## src/rtl/lane_phase_sequencer.sv

```systemverilog
// Density-driven GREEN/YELLOW/ALLRED sequencer for a 4-lane junction.
// Drives the downstream 4:1 lane mux select and the per-lane lamps, with emergency override.
module lane_phase_sequencer #(
  parameter int TW       = 8,
  parameter int T_MIN    = 4,
  parameter int T_EXT    = 2,
  parameter int T_YELLOW = 2,
  parameter int T_ALLRED = 1
) (
  input  logic       clk,
  input  logic       rst_n,
  input  logic [1:0] den1,
  input  logic [1:0] den2,
  input  logic [1:0] den3,
  input  logic [1:0] den4,
  input  logic       emg_req,
  input  logic [1:0] emg_lane,
  output logic [1:0] sel,
  output logic [3:0] grn,
  output logic [3:0] yel,
  output logic [3:0] red,
  output logic [1:0] phase,
  output logic       emg_act
);

  typedef enum logic [1:0] {
    ALLRED = 2'b00,
    GREEN  = 2'b01,
    YELLOW = 2'b10
  } phase_e;

  typedef struct packed {
    logic [3:0] grn;
    logic [3:0] yel;
    logic [3:0] red;
  } lamps_t;

  localparam logic [TW-1:0] YELLOW_LOAD = TW'(T_YELLOW - 1);
  localparam logic [TW-1:0] ALLRED_LOAD = TW'(T_ALLRED - 1);
  localparam lamps_t        LAMPS_RESET = '{grn: 4'h0, yel: 4'h0, red: 4'hF};

  phase_e        state;
  logic [TW-1:0] timer;
  lamps_t        lamps;
  logic [1:0]    den [4];
  logic [1:0]    rr_lane;
  logic [1:0]    next_lane;
  logic [TW-1:0] green_load;
  logic          hold;
  logic          trunc;
  logic          green_done;

  function automatic lamps_t decode(input phase_e p, input logic [1:0] lane);
    logic [3:0] onehot;
    onehot = 4'b0001 << lane;
    case (p)
      GREEN:   decode = '{grn: onehot, yel: 4'h0, red: ~onehot};
      YELLOW:  decode = '{grn: 4'h0, yel: onehot, red: ~onehot};
      default: decode = LAMPS_RESET;
    endcase
  endfunction

  always_comb begin
    den[0] = den1;
    den[1] = den2;
    den[2] = den3;
    den[3] = den4;
  end

  // Scan from the farthest candidate down so the nearest non-empty lane wins;
  // offset 4 wraps to the current lane, which is therefore considered last.
  // NOTE: rr_lane gets a default before the loop so no path leaves it unassigned (no latch).
  always_comb begin
    rr_lane = sel + 2'd1;
    for (int i = 4; i >= 1; i--) begin
      if (den[sel + 2'(i)] != 2'd0) rr_lane = sel + 2'(i);
    end
  end

  assign next_lane  = emg_req ? emg_lane : rr_lane;
  assign green_load = TW'(T_MIN) + TW'(den[next_lane]) * TW'(T_EXT) - TW'(1);

  // Emergency on the lane being served pins green; emergency elsewhere cuts a normal green short.
  assign hold       = emg_req && (emg_act || emg_lane == sel);
  assign trunc      = emg_req && !emg_act && emg_lane != sel;
  assign green_done = trunc || (timer == '0 && !hold);

  // NOTE: all state in this block uses non-blocking assignments so every register
  // samples the pre-edge values, regardless of statement order.
  always_ff @(posedge clk or negedge rst_n) begin
    if (!rst_n) begin
      state   <= ALLRED;
      sel     <= 2'b11;
      timer   <= ALLRED_LOAD;
      emg_act <= 1'b0;
      lamps   <= LAMPS_RESET;
    end else begin
      case (state)
        ALLRED: begin
          if (timer == '0) begin
            state   <= GREEN;
            sel     <= next_lane;
            timer   <= green_load;
            emg_act <= emg_req;
            lamps   <= decode(GREEN, next_lane);
          end else begin
            timer <= timer - TW'(1);
          end
        end
        GREEN: begin
          if (green_done) begin
            state   <= YELLOW;
            timer   <= YELLOW_LOAD;
            emg_act <= 1'b0;
            lamps   <= decode(YELLOW, sel);
          end else begin
            // Timer saturates at zero so an emergency hold still enforces the minimum green.
            if (timer != '0) timer <= timer - TW'(1);
            if (emg_req && emg_lane == sel) emg_act <= 1'b1;
          end
        end
        YELLOW: begin
          if (timer == '0) begin
            state <= ALLRED;
            timer <= ALLRED_LOAD;
            lamps <= LAMPS_RESET;
          end else begin
            timer <= timer - TW'(1);
          end
        end
        default: begin
          state   <= ALLRED;
          timer   <= ALLRED_LOAD;
          emg_act <= 1'b0;
          lamps   <= LAMPS_RESET;
        end
      endcase
    end
  end

  assign phase = state;
  assign grn   = lamps.grn;
  assign yel   = lamps.yel;
  assign red   = lamps.red;

endmodule

```

## config.mk

```make
export PLATFORM = sky130hd
export DESIGN_NAME = lane_phase_sequencer
export DESIGN_NICKNAME = d
export VERILOG_FILES = /design/src/rtl/lane_phase_sequencer.sv
export SDC_FILE = /design/constraint.sdc
export NUM_CORES = 1
export LEC_CHECK = 0
export BUFFER_PORTS_ARGS = -buffer_cell sky130_fd_sc_hd__buf_2
export CORE_AREA = 4 4 71 73
export CTS_CLUSTER_SIZE = 24
export DETAILED_ROUTE_END_ITERATION = 7
export DIE_AREA = 0 0 75 77
export GPL_ROUTABILITY_DRIVEN = 0
export GPL_TIMING_DRIVEN = 0
export PLACE_DENSITY = 0.58
export SKIP_CTS_REPAIR_TIMING = 1
export SYNTH_ARGS = -nofsm -noshare
export SYNTH_HDL_FRONTEND = slang
export SYNTH_SLANG_ARGS = --single-unit
```

## constraint.sdc

```tcl
create_clock -name clk -period 4.4 [get_ports clk]
set_clock_uncertainty 0.2 [all_clocks]
set_input_delay 0 -clock clk [delete_from_list [all_inputs] [get_ports clk]]
set_output_delay 0 -clock clk [all_outputs]
set_load 0.02 [all_outputs]
```

* Yosys cells after proc, flatten, opt, wreduce, memory -nomap -nowiden
Index checks and enable logic that the tools add are counted.
** Operators by class
- $add $sub $neg :: 6
- Order comparisons :: 5
- Equality and inequality tests :: 9
- Shifts and indexed selects :: 2
- Mux-type cells :: 37
- Bitwise gates (word level) :: 8
- Reduce and logical (&&, ||, !) cells :: 19
** Operator list (number)
- 12-bit 2-to-1 mux :: 3
- 2-bit 2-to-1 mux :: 18
- 12-bit case mux with 3 select lines :: 1
- 8-bit 2-to-1 mux :: 4
- 8-bit case mux with 3 select lines :: 1
- 2-bit binary-select mux with 2-bit select :: 5
- 3-bit greater-or-equal comparator, second input constant :: 5
- 2-bit inverter with 3-bit output :: 5
- 8-bit logical NOT :: 1
- 4-bit inverter :: 2
- 2-bit nonzero test :: 4
- 8-bit nonzero test :: 1
- 1-bit by 2-bit left shift with 4-bit output, first input constant :: 2
- 8-bit by 1-bit subtractor with 8-bit output, second input constant :: 1
- 2-bit inequality test, second input constant :: 3
- 3-bit inequality test, second input constant :: 2
- 2-bit case mux with 3 select lines :: 1
- 3-bit AND reduction :: 2
- 1-bit logical AND :: 5
- 4-bit by 1-bit subtractor with 5-bit output, second input constant :: 1
- 2-bit adder, second input constant :: 2
- 3-bit by 3-bit adder with 4-bit output, first input constant :: 1
- 1-bit 2-to-1 mux :: 3
- 1-bit case mux with 3 select lines :: 1
- 10 further kinds :: 12
** Word-level totals
- Register bits :: 25
- Input bits :: 13
- Output and inout bits :: 17
- Logic and storage cells :: 93

* Depth between registers and ports, before layout
- Depth in word-level cells :: 18
- Mapped depth :: 15

* Worst setup path after synthesis
No wires, ideal clock.
- Path kind :: flip-flop to flip-flop
- Start point :: register sel[0]
- End point :: register timer[2]
- Library setup time :: 119 ps
- Data arrival time :: 2889 ps
- Required time :: 4081 ps
- Slack :: 1192 ps
- Stages on the path, launching flop included :: 16
- Path buffers :: 3
- Clock period less this slack :: 3208 ps
- Cells stage by stage :: dfstp_2 -> buf_2 -> inv_1 -> ha_1 -> clkbuf_1 -> nor3_1 -> a21o_1 -> a31oi_1 -> a32oi_2 -> buf_6 -> a21oi_1 -> a32oi_1 -> ha_1 -> a21oi_1 -> o22ai_1 -> and2_1
** On the way
- Cells in the longest elaborated chain, start to end :: 18
- Elaborated cells between the ends (all ways) :: 46
- Those cells by class :: 5 x add/sub; 3 x eq/ne; 23 x mux; 5 x bitwise; 10 x reduce/logical
** RTL lines
- start: declaration :: RTL line 18 : output logic [1:0] sel,
- start signal: assignment :: RTL line 102 : sel <= next_lane;
- 2-bit adder / 2-bit inverter with 3-bit output (equally long branches) :: RTL line 76 : if (den[sel + 2'(i)] != 2'd0) rr_lane = sel + 2'(i);
- 2-bit inverter with 3-bit output (implied by the code) / 2-bit binary-select mux with 2-bit select (equally long branches) :: RTL line 76
- 2-bit binary-select mux with 2-bit select / 2-bit 2-to-1 mux (equally long branches) :: RTL line 76
- 2-bit 2-to-1 mux (implied by the code) :: RTL line 76
- 2-bit 2-to-1 mux (implied by the code) / 2-bit nonzero test (equally long branches) :: RTL line 76
- 2-bit nonzero test / 2-bit 2-to-1 mux (equally long branches) :: RTL line 76
- 2-bit 2-to-1 mux (3 in a row) :: RTL line 76
- 2-bit 2-to-1 mux :: RTL line 80 : assign next_lane = emg_req ? emg_lane : rr_lane;
- 2-bit inverter with 3-bit output (implied by the code) :: RTL line 81 : assign green_load = TW'(T_MIN) + TW'(den[next_lane]) * TW'(T_EXT) - TW'(1);
- 2-bit binary-select mux with 2-bit select :: RTL line 81
- 2-bit 2-to-1 mux (implied by the code) (2 in a row) :: RTL line 81
- 3-bit by 3-bit adder with 4-bit output :: RTL line 81
- 4-bit by 1-bit subtractor with 5-bit output :: RTL line 81
- 8-bit 2-to-1 mux :: RTL line 100 : if (timer == '0) begin
- 8-bit case mux with 3 select lines :: RTL line 98 : case (state)
- end signal: assignment :: RTL line 103 : timer <= green_load;
- end signal: assignment :: RTL line 107 : timer <= timer - TW'(1);
- end signal: assignment :: RTL line 118 : if (timer != '0) timer <= timer - TW'(1);
- end: declaration :: RTL line 43 : logic [TW-1:0] timer;
Several ways; a longest one is shown, not always the timed one. The select of a mux whose other input is x is not followed.
A chain may end at the register's enable or synchronous reset.

* Final worst setup path
Same ends and word-level chain as after synthesis.

==> flow_summary.ini <==
[run_status]
status = complete, no violations

[clock_tree]
cts_buffers = 3
clock_path_buffers = 2
cts_htree_levels = 1
clk_pin_slew_ns = 0.09
cts_tree = done
cts_root_buf = clkbuf_8
clock-sinks = 25
clk_latency_ns = 0.27

[synthesis]
yosys_warnings = 0
syn_area_sq_um = 1720
seq_area_frac_synth_pct = 36.9
synth_top_flop_cell = dfrtp_1
synth_seq_cells = 25
synth_async_sr_flop_share_pct = 100
ys_types = 55
syn-num-nets = 217
synth_edf_count = 0
synthTopCellsByArea = dfrtp_1, dfstp_2, nand2_1
synth_top_cell_area_share_pct = 27.7
synth.largest_area_cell = dfrtp_1
syn-instance-count = 198
avgSynthCellArea_sq_um = 8.68

[setup_path]
crit_slowest_cell = dfstp_2
crit_fanout = 10
critical_path_buf_inv_count = 4
arrival_ns = 3.49
crit_family = compound AO/OA/AOI/OAI gates
crit_path_end_kind = flip-flop
slowest_delay_ns = 0.57
cp.required_ns = 4.37
worstSetupPathType = reg2reg
cp_cell_sequence = buf_2 > inv_1 > ha_1 > clkbuf_1 > nor3_1 > a21oi_1 > o21ai_1 > a32oi_2 > buf_6 > a21oi_1 > a32oi_1 > ha_1 > a21oi_1 > o22ai_1 > and2_1
rrSetupSlack_ns = 0.87
path_common_cell = a21oi_1
start_kind = flip-flop

[global_routing]
grt_pass1_wl_um = 7380
grt_max_degree = 26
grtUsageTotal_pct = 16.1
antenna_found_initial = 0
grt_overflow_total = 0
grt_pass1_vias = 1543

[place]
placed_cell_area_sq_um = 1920
dp_hpwl_um = 3290
numPortBuffers = 28

[run]
max-cap-violations = 0

[timing]
post-route-period-util_pct = 80.1
setup_tns_ns = 0
max-slew-margin-rel_pct = 61.2
worst_pin_slew_ns = 0.583
rsz0062_at_grt = no
min_period_ns = 3.53
slew_viol_final = 0
fmax_mhz = 284
finalHoldViolCount = 0
whs_ns = 0.0539
finalSetupViolCount = 0

[pwr]
p_seq_share_pct = 48.1
p_clk_share_pct = 20.5
combPwrFrac_pct = 31.4
cellInternalPower_w = 0.000442
powerDensity_nw_per_um2 = 338
p_sw_w = 0.000235
total_power_w = 0.000676
max-vdd-ir-drop_v = 0.000130
p_leak_nw = 0.898
netSwitchingFraction_pct = 34.7

[detailed_routing]
drt_wl_total_um = 4290
ant_nets = 0
first_pass_iters = 4
wl_per_cell_um = 15.1
drtIter0Drc = 91
vias_per_cell = 5.66
vias = 1612
drc = 0

[floorplanning]
die_w_um = 75
core_sq_um = 4350
initial_core_util_pct = 39.5
dieHeight_um = 77
num_rows = 24
die_area_sq_um = 5780
io_pins = 30

[min_path]
hold_path_class = in2async

[finish]
diodes = 0
area_growth_pct = 16.3
fin_area_sq_um = 2000
drive_gt1_share_pct = 25.3
nets = 253
-- placed cells by master (no fill, tap or decap), types with 2 or more instances in the layout --
| master | Yosys | routed |
|---|---|---|
| buf_2 | 7 | 35 |
| nand2_1 | 25 | 25 |
| nor2_1 | 19 | 19 |
| dfrtp_1 | 19 | 19 |
| a21oi_1 | 16 | 16 |
| nor3_1 | 9 | 9 |
| inv_1 | 8 | 8 |
| o31ai_1 | 6 | 6 |
| o21ai_0 | 6 | 6 |
| ha_1 | 6 | 6 |
| dfstp_2 | 6 | 6 |
| clkbuf_1 | 4 | 5 |
| nand3_1 | 5 | 5 |
| nor4_1 | 4 | 4 |
| o22ai_1 | 4 | 4 |
| a31oi_1 | 4 | 4 |
| mux2i_1 | 3 | 3 |
| a22o_1 | 3 | 3 |
| xor2_1 | 3 | 3 |
| clkbuf_8 | 0 | 3 |
| dlygate4sd3_1 | 0 | 3 |
| buf_6 | 2 | 2 |
| or4b_1 | 2 | 2 |
| o211ai_1 | 2 | 2 |
| a22oi_1 | 2 | 2 |
| o31ai_2 | 2 | 2 |
-- cell type report --
type                    instances  area [sq um]
fillers                       435          2360
multi-input cells             152           982
clock buffers                   4          45.0
repair buffers                 31           170
flip-flops and latches         25           633
plain buffers                  13          72.6
well taps                      52          65.1
inverters                       8          30.0
-- path summary, 6_finish.rpt --
| kind | start | endpoint | depth (start not counted) |
|---|---|---|---|
| min in group clk | emg_lane[1] | grn[0]$_DFFE_PN0P_ | 4 |
| min | rst_n | timer[6]$_DFFE_PN0P_ | 2 |
| max reg2reg | sel[0]$_DFFE_PN1P_ | timer[2]$_DFFE_PN0P_ | 15 |
| min reg2reg | yel[2]$_DFFE_PN0P_ | yel[2]$_DFFE_PN0P_ | 2 |
| max in group asynchronous | rst_n | yel[3]$_DFFE_PN0P_ | 2 |
| max | sel[0]$_DFFE_PN1P_ | timer[2]$_DFFE_PN0P_ | 15 |
-- worst register-to-register path, stage by stage, from the launching register on --
cell and delay [ns]:
dfstp_2 0.57, buf_2 0.20, inv_1 0.12, ha_1 0.28, clkbuf_1 0.30, nor3_1 0.09, a21oi_1 0.14, o21ai_1 0.09
a32oi_2 0.33, buf_6 0.20, a21oi_1 0.05, a32oi_1 0.19, ha_1 0.26, a21oi_1 0.14, o22ai_1 0.10, and2_1 0.16
-- per-layer routing --
layer  wire length, um  track usage, %
met5                 0               0
met4                67            6.76
met3               193            2.22
met2              1950            24.2
met1              2090            22.6
-- synth_stat cells (all sizes together), types with 3 or more instances --
| master | n |
|---|---|
| a22o | 3 |
| nand2 | 26 |
| nor2 | 20 |
| buf | 9 |
| dfrtp | 19 |
| nor3 | 9 |
| inv | 8 |
| mux2i | 3 |
| a21oi | 17 |
| xor2 | 3 |
| a31oi | 4 |
| o31ai | 8 |
| o21ai | 7 |
| clkbuf | 4 |
| nand3 | 5 |
| ha | 6 |
| nor4 | 4 |
| dfstp | 6 |
| o22ai | 4 |
-- power by group through the flow --
stage / Combinational, W / Sequential (W) / Clock, W
5_1_grt: 0.000243 / 0.000335 / 0.000156
3_5_place_dp: 0.000203 / 0.000331 / 0
2_1_floorplan: 0.000131 / 0.000339 / 0
4_1_cts: 0.000204 / 0.000327 / 0.000146
3_3_place_gp: 0.000201 / 0.000330 / 0
6_report: 0.000212 / 0.000325 / 0.000139
-- through the flow --
stage                     worst slack [ns]  instances  util [%]
final                                0.875        285      45.9
after global routing                 0.565        285      45.9
after CTS                            0.861        282      45.2
after detailed placement             0.905        278      44.2
after global placement               0.862        278      44.2
after floorplan                       1.19        198         -
-- cell families after synthesis --
family	share of synthesized area, %
adder cells (fa/ha/maj)	4.37
XOR/XNOR	2.04
buffers and inverters	5.97
multiplexers	1.75
flip-flops	36.9
AND/OR/NAND/NOR	23.5
AO/OA/AOI/OAI	25.5
-- state kept, by name (all words and copies together), names as in the netlist --
| name | flops |
|---|---|
| yel | 4 |
| phase | 2 |
| red | 4 |
| emg_act | 1 |
| timer | 8 |
| grn | 4 |
| sel | 2 |
No activity file was read; power rests on OpenSTA's default activity.
